[src/rtl/arbiter_requester.sv]
`default_nettype none
// ============================================================================
// Module   : arbiter_requester
// Purpose  : Bus-master side of a fixed-priority arbiter. Commands (burst
//            length + base data) are queued in a small FIFO, then each one is
//            executed by raising REQ, waiting for GNT and issuing beats of
//            base, base+1, ... while GNT is held. A command that never sees a
//            grant within TIMEOUT cycles is dropped with a timeout_err pulse.
//            REQ is released for GAP cycles between transactions.
//
// Ports    : clk          in   clock, rising-edge active
//            reset        in   synchronous active-high reset
//            cmd_valid    in   command offered
//            cmd_ready    out  FIFO can take a command (not full)
//            cmd_len      in   [3:0] beats minus one
//            cmd_data     in   [DATA_W-1:0] base value of the burst
//            REQ          out  request to the arbiter
//            GNT          in   grant from the arbiter (may drop any cycle)
//            bus_valid    out  a beat is on the bus this cycle
//            bus_data     out  [DATA_W-1:0] beat payload (0 when idle)
//            done         out  pulse with the final beat of a burst
//            timeout_err  out  pulse when a command is aborted for no grant
//            busy         out  engine active or commands queued
//
// Revision : 1.0 - initial release
// ============================================================================
module arbiter_requester #(
    parameter int DATA_W     = 8,
    parameter int FIFO_DEPTH = 4,
    parameter int TIMEOUT    = 15,
    parameter int GAP        = 2
) (
    input  logic              clk,
    input  logic              reset,
    input  logic              cmd_valid,
    output logic              cmd_ready,
    input  logic [3:0]        cmd_len,
    input  logic [DATA_W-1:0] cmd_data,
    output logic              REQ,
    input  logic              GNT,
    output logic              bus_valid,
    output logic [DATA_W-1:0] bus_data,
    output logic              done,
    output logic              timeout_err,
    output logic              busy
);

    // ------------------------------------------------------------------------
    // Derived widths and constants
    // ------------------------------------------------------------------------
    localparam int C_PTR_W   = (FIFO_DEPTH > 1) ? $clog2(FIFO_DEPTH) : 1;
    localparam int C_CNT_W   = $clog2(FIFO_DEPTH + 1);
    localparam int C_ENTRY_W = 4 + DATA_W;
    // Wait counter only needs to reach TIMEOUT-1; gap counter only GAP-1.
    localparam int C_WAIT_W  = (TIMEOUT > 1) ? $clog2(TIMEOUT) : 1;
    localparam int C_GAP_W   = (GAP > 1) ? $clog2(GAP) : 1;

    localparam logic [C_PTR_W-1:0]  C_PTR_LAST  = C_PTR_W'(FIFO_DEPTH - 1);
    localparam logic [C_CNT_W-1:0]  C_CNT_FULL  = C_CNT_W'(FIFO_DEPTH);
    localparam logic [C_WAIT_W-1:0] C_WAIT_LAST = C_WAIT_W'(TIMEOUT - 1);
    localparam logic [C_GAP_W-1:0]  C_GAP_LAST  = C_GAP_W'(GAP - 1);

    // ------------------------------------------------------------------------
    // State encoding
    // ------------------------------------------------------------------------
    typedef enum logic [1:0] {
        ST_IDLE     = 2'd0,
        ST_REQ_WAIT = 2'd1,
        ST_XFER     = 2'd2,
        ST_GAP      = 2'd3
    } state_t;

    // With GAP=0 a finished or aborted transaction returns directly to IDLE.
    localparam state_t C_AFTER_TXN = (GAP == 0) ? ST_IDLE : ST_GAP;

    // ------------------------------------------------------------------------
    // Command FIFO
    // ------------------------------------------------------------------------
    logic [C_ENTRY_W-1:0] r_mem [FIFO_DEPTH];
    logic [C_PTR_W-1:0]   r_wr_ptr;
    logic [C_PTR_W-1:0]   r_rd_ptr;
    logic [C_CNT_W-1:0]   r_count;

    logic                 w_full;
    logic                 w_empty;
    logic                 w_push;
    logic                 w_pop;
    logic [C_ENTRY_W-1:0] w_head;
    logic [3:0]           w_head_len;
    logic [DATA_W-1:0]    w_head_data;

    state_t               r_state;
    state_t               w_next_state;

    function automatic logic [C_PTR_W-1:0] ptr_inc(input logic [C_PTR_W-1:0] p);
        if (p == C_PTR_LAST) begin
            return '0;
        end
        return p + C_PTR_W'(1);
    endfunction

    assign w_full      = (r_count == C_CNT_FULL);
    assign w_empty     = (r_count == '0);
    // Readiness depends on fullness only, so a full FIFO refuses a push even
    // in a cycle where the engine is popping the head.
    assign cmd_ready   = ~w_full;
    assign w_push      = cmd_valid & ~w_full;
    assign w_pop       = (r_state == ST_IDLE) & ~w_empty;

    assign w_head      = r_mem[r_rd_ptr];
    assign w_head_len  = w_head[C_ENTRY_W-1 -: 4];
    assign w_head_data = w_head[DATA_W-1:0];

    // Storage is never read while empty, so it needs no reset.
    always_ff @(posedge clk) begin
        if (w_push) begin
            r_mem[r_wr_ptr] <= {cmd_len, cmd_data};
        end
    end

    always_ff @(posedge clk) begin
        if (reset) begin
            r_wr_ptr <= '0;
            r_rd_ptr <= '0;
            r_count  <= '0;
        end else begin
            if (w_push) begin
                r_wr_ptr <= ptr_inc(r_wr_ptr);
            end
            if (w_pop) begin
                r_rd_ptr <= ptr_inc(r_rd_ptr);
            end
            case ({w_push, w_pop})
                2'b10:   r_count <= r_count + C_CNT_W'(1);
                2'b01:   r_count <= r_count - C_CNT_W'(1);
                default: r_count <= r_count;
            endcase
        end
    end

    // ------------------------------------------------------------------------
    // Working registers for the command in flight
    // ------------------------------------------------------------------------
    logic [3:0]          r_len;
    logic [DATA_W-1:0]   r_base;
    logic [3:0]          r_beat_idx;
    logic [C_WAIT_W-1:0] r_wait_cnt;
    logic [C_GAP_W-1:0]  r_gap_cnt;

    logic                w_req;
    logic                w_bus_valid;
    logic                w_done;
    logic                w_timeout;
    logic                w_wait_inc;
    logic                w_beat_inc;
    logic                w_gap_inc;

    // ------------------------------------------------------------------------
    // FSM: state register
    // ------------------------------------------------------------------------
    always_ff @(posedge clk) begin
        if (reset) begin
            r_state <= ST_IDLE;
        end else begin
            r_state <= w_next_state;
        end
    end

    // ------------------------------------------------------------------------
    // FSM: next state and outputs
    // ------------------------------------------------------------------------
    always_comb begin
        w_next_state = r_state;
        w_req        = 1'b0;
        w_bus_valid  = 1'b0;
        w_done       = 1'b0;
        w_timeout    = 1'b0;
        w_wait_inc   = 1'b0;
        w_beat_inc   = 1'b0;
        w_gap_inc    = 1'b0;

        case (r_state)
            ST_IDLE: begin
                // GNT is ignored here; the head is popped into the working
                // registers on the same edge that moves us to REQ_WAIT.
                if (!w_empty) begin
                    w_next_state = ST_REQ_WAIT;
                end
            end

            ST_REQ_WAIT: begin
                w_req = 1'b1;
                if (GNT) begin
                    // The grant cycle itself carries no beat; data starts in XFER.
                    w_next_state = ST_XFER;
                end else if (r_wait_cnt == C_WAIT_LAST) begin
                    w_timeout    = 1'b1;
                    w_next_state = C_AFTER_TXN;
                end else begin
                    w_wait_inc = 1'b1;
                end
            end

            ST_XFER: begin
                // Losing GNT mid-burst is pre-emption, not a timeout: REQ stays
                // up and the beat index holds until the grant returns.
                w_req       = 1'b1;
                w_bus_valid = GNT;
                if (GNT) begin
                    if (r_beat_idx == r_len) begin
                        w_done       = 1'b1;
                        w_next_state = C_AFTER_TXN;
                    end else begin
                        w_beat_inc = 1'b1;
                    end
                end
            end

            ST_GAP: begin
                if (r_gap_cnt == C_GAP_LAST) begin
                    w_next_state = ST_IDLE;
                end else begin
                    w_gap_inc = 1'b1;
                end
            end

            default: begin
                w_next_state = ST_IDLE;
            end
        endcase
    end

    // ------------------------------------------------------------------------
    // Working register updates
    // ------------------------------------------------------------------------
    always_ff @(posedge clk) begin
        if (reset) begin
            r_len      <= '0;
            r_base     <= '0;
            r_beat_idx <= '0;
            r_wait_cnt <= '0;
            r_gap_cnt  <= '0;
        end else begin
            if (w_pop) begin
                r_len      <= w_head_len;
                r_base     <= w_head_data;
                r_beat_idx <= '0;
                r_wait_cnt <= '0;
            end else begin
                if (w_wait_inc) begin
                    r_wait_cnt <= r_wait_cnt + C_WAIT_W'(1);
                end
                if (w_beat_inc) begin
                    r_beat_idx <= r_beat_idx + 4'd1;
                end
            end
            // The gap counter is held at zero outside GAP so each gap starts fresh.
            if (w_gap_inc) begin
                r_gap_cnt <= r_gap_cnt + C_GAP_W'(1);
            end else begin
                r_gap_cnt <= '0;
            end
        end
    end

    // ------------------------------------------------------------------------
    // Outputs
    // ------------------------------------------------------------------------
    assign REQ         = w_req;
    assign bus_valid   = w_bus_valid;
    // Payload is forced to zero whenever no beat is presented.
    assign bus_data    = w_bus_valid ? (r_base + DATA_W'(r_beat_idx)) : '0;
    assign done        = w_done;
    assign timeout_err = w_timeout;
    assign busy        = (r_state != ST_IDLE) | ~w_empty;

endmodule
`default_nettype wire

[config.mk]
export PLATFORM = sky130hd
export DESIGN_NAME = arbiter_requester
export DESIGN_NICKNAME = d
export VERILOG_FILES = /design/src/rtl/arbiter_requester.sv
export SDC_FILE = /design/constraint.sdc
export NUM_CORES = 1
export LEC_CHECK = 0
export CAP_MARGIN = 20
export CORE_MARGIN = 3
export CORE_UTILIZATION = 40
export DETAILED_ROUTE_END_ITERATION = 8
export MAX_ROUTING_LAYER = met4
export PLACE_DENSITY_LB_ADDON = 0.05
export SLEW_MARGIN = 10
export SYNTH_ARGS = -nofsm -noshare
export SYNTH_HDL_FRONTEND = slang
export SYNTH_SLANG_ARGS = --single-unit
[constraint.sdc]
create_clock -name clk -period 2.82 [get_ports clk]
set_input_delay 0.705 -clock clk [delete_from_list [all_inputs] [get_ports clk]]
set_output_delay 0.705 -clock clk [all_outputs]
set_load 0.01 [all_outputs]
==> results.txt <==
----------------------------------------------------
[STA]
  Max transition margin ... 58.1%
  Final worst path period share ... 94.2%
  Worst Skew ... 8.00 ps
  Worst-Margin Slew ... 628 ps
  Hold Vio Cnt, Final ... 0
  Setup violations, final ... 0
  Unrepaired setup endpoints after global routing ... no
  Final Max Slew Viols ... 0
  Tightest hold margin ... 482 ps
  Maximum operating frequency ... 0.377 GHz
  Clock period minus final worst setup slack ... 2660 ps
  Setup TNS after final layout ... 0 ps

[Logic synthesis]
  Post-synth top flop ... sky130_fd_sc_hd__edfxtp_1
  Synthesized area per cell ... 12.7 µm²
  Synth Instances ... 272
  Area of the mapped netlist ... 3460 µm²
  Async set-or-reset flop fraction in the synthesized netlist ... 0%
  Flop and latch count out of synthesis ... 78
  Cell types with the largest area share after synthesis ... sky130_fd_sc_hd__edfxtp_1, sky130_fd_sc_hd__dfxtp_1, sky130_fd_sc_hd__mux4_2, sky130_fd_sc_hd__ha_1, sky130_fd_sc_hd__nand2_1
  Count of unique library cells instantiated by Yosys ... 40
  Number of enable-type register cells in the synthesized netlist ... 48
  Share of the synthesized area in the top cell type ... 41.7%
  Register area share after synthesis ... 59.0%
  Synthesized net count ... 307
  Number of synthesis warnings ... 0
  Post-synthesis cell type with the largest combined area ... sky130_fd_sc_hd__edfxtp_1

[Clocking]
  TritonCTS clock tree ... built
  Maximum number of buffers from clock root to sink ... 2
  Buffer type at the clock tree root ... sky130_fd_sc_hd__clkbuf_8
  Hold buffer count at cts ... 0
  CTS clk-pin slew, worst paths ... 80 ps
  Number of buffers created by CTS ... 9
  Insertion delay of the later-clocked pin in the worst-skew pair ... 340 ps
  Num Clock Sinks ... 78
  H-tree lvl count ... 3

[Drt]
  Iteration-0 DRC count of the detailed router ... 40
  Final routed wire length divided by cell count ... 14.3 µm
  Antenna viol nets, final ... 0
  Vias per cell ... 4.91
  Total wire length ... 6.18 mm
  Drt first pass iters ... 4
  Total number of vias ... 2122
  Count of unresolved DRC violations after routing ... 0

[GRT]
  First-pass GRT wire length ... 10.8 mm
  Largest net degree at the start of global routing ... 22
  Antenna violations before repair ... 0
  Vias in the first global route ... 2154
  Overflow left after global routing ... 0
  GRT Total Usage ... 14.4%

[Place]
  Placer Congestion ... 0.710
  DPL Wire Length ... 4.36 mm
  Buffers added on ports ... 29

[Setup path]
  Largest fanout on the critical path ... 6
  FF-to-FF path depth ... 9
  Worst setup path category ... register to output pin
  Category of the worst setup path capture point ... output pin
  Source of the worst register-to-register timing path ... r_state[0]$_SDFFE_PP0P_
  Critical Path, Cell by Cell ... inv_1, ha_1, nand2_2, inv_1, buf_4, clkdlybuf4s50_1
  Crit path capture ... bus_valid
  Largest stage delay on the critical path ... 460 ps
  Capture point of the worst reg-to-reg path ... r_count[2]$_SDFFE_PP0P_
  Arrival @ worst endpoint ... 1950 ps
  Startpoint kind of the worst setup timing path ... register
  Slowest cell on crit path ... sky130_fd_sc_hd__clkdlybuf4s50_1
  Worst EP required ... 2120 ps
  Crit path launch ... r_state[0]$_SDFFE_PP0P_
  Cell type with the highest occurrence count on the critical path ... sky130_fd_sc_hd__inv_1
  Minimum setup slack among reg-to-reg paths ... 440 ps

[Hold path]
  Launch point of the worst hold path ... r_len[1]$_SDFFE_PP0P_
  Worst min path class ... register to register

[Layout]
  Utilization after layout ... 50.5%
  Post-synthesis to final-layout area growth ... 21.2%
  Most common cell after layout, fill and taps aside ... sky130_fd_sc_hd__edfxtp_1
  Share of post-route cells with drive strength above 1 ... 18.7%
  Combined area of the multi-input logic cells ... 1350 µm²
  Fill cell total of the finished layout ... 736
  Layout net count ... 357
  Diodes inserted ... 0
  Area taken by flip-flops and latches ... 2050 µm²
  Leading cell types in the layout, fill and taps excluded ... sky130_fd_sc_hd__edfxtp_1, sky130_fd_sc_hd__nand2_1, sky130_fd_sc_hd__dfxtp_1

[Pwr]
  Leakage power ... 1.56 nW
  Worst ir drop on vdd ... 0.000298 V
  Ratio of total power to cell area ... 804 nW/µm²

[Floorplanning]
  Die Wd ... 99.0 µm
  Height of the die ... 99.0 µm
  Number of top-level pins ... 30
  Die area ... 9800 µm²
  Initial core utilization ... 41.7%
  Floorplan Core Area ... 8300 µm²
  # rows ... 33

[Status]
  Run status ... completed

[Flow run]
  Max-cap viol count ... 0

----------------------------------------------------
==> where the power goes <==
group | switching [mW] | leakage [nW] | internal (mW)
combinational | 0.508 | 0.779 | 0.464
clock | 0.427 | 0.0968 | 0.420
sequential | 0.155 | 0.687 | 1.40
total | 1.09 | 1.56 | 2.28
==> cells by family (layout without fill, tap and decap cells) <==
kind of cell / Yosys count / in the layout / share of synthesized area (%)
AND/OR/NAND/NOR: 87 / 87 / 11.9
flip-flops: 78 / 78 / 59.0
AO/OA/AOI/OAI: 38 / 38 / 6.66
buffers and inverters: 21 / 76 / 2.35
adder cells (fa/ha/maj): 19 / 19 / 7.31
multiplexers: 16 / 16 / 9.01
XOR/XNOR: 13 / 13 / 3.73
==> timing repair <==
item / CTS / global route
buffers inserted: 0 / 1
gates resized for setup: 16 / 6
hold endpoints to repair: 0 / 0
pin swaps: 1 / 1
setup endpoints to repair: 8 / 4
==> area by class of cell <==
type	instances	area share [%]
clock buffer	9	2.95
clock inverter	7	1.91
inverter	13	1.16
multi-input combinational	173	32.2
sequential	78	48.8
tap	105	3.13
timing repair buffer	47	9.88
==> flip-flops by register name, indices dropped and copies added (netlist names) <==
signal      cells
r_state         2
r_wait_cnt      4
r_base          8
r_len           4
r_gap_cnt       1
r_count         3
r_rd_ptr        2
r_beat_idx      4
r_wr_ptr        2
r_mem          48
==> layer usage <==
layer  wire (µm)  global-route usage (%)  vias to the layer above  share of wire [%]
li1            -                       -                     1097                  -
met1        3000                    19.0                      993                 49
met2        2960                    21.9                       26                 48
met3         164                    2.62                        6                2.7
met4          48                    6.30                        0               0.78
met5           0                       -                        -                  0
==> Yosys cell counts, drive strengths merged, types with 6 or more instances <==
cell / instances
nand3: 7
inv: 13
xnor2: 10
dfxtp: 30
and3: 8
nand2: 35
nor3: 6
ha: 17
a21oi: 21
edfxtp: 48
mux4: 12
nor2: 16
==> worst max-delay path, delay by kind of cell (launching register included) <==
family        cells  cell delay, ps
fa+ha+maj         1             260
buf+inv           4             800
flops             1             430
simple gates      1             130
==> worst min path at each step <==
| stage | end | slack, ps | cells after the start |
|---|---|---|---|
| floorplan | r_base[0]$_SDFFE_PP0P_ | 440 | 2 |
| global placement | r_len[1]$_SDFFE_PP0P_ | 470 | 2 |
| detailed placement | r_len[1]$_SDFFE_PP0P_ | 480 | 2 |
| CTS | r_base[0]$_SDFFE_PP0P_ | 480 | 2 |
| global route | r_base[3]$_SDFFE_PP0P_ | 520 | 2 |
| finish | r_len[1]$_SDFFE_PP0P_ | 480 | 2 |
==> per-stage QoR <==
stage               instance area (µm²)  setup slack [ps]  cells  total power [mW]
finish                             4190               164    432              3.37
global route                       4190              28.1    432              3.65
CTS                                4190              32.8    431              3.43
detailed placement                 3980              -246    415              2.56
global placement                   3980              -210    415              2.55
floorplan                          3460               401    272              2.24
Power figures use the tool's default switching activity.
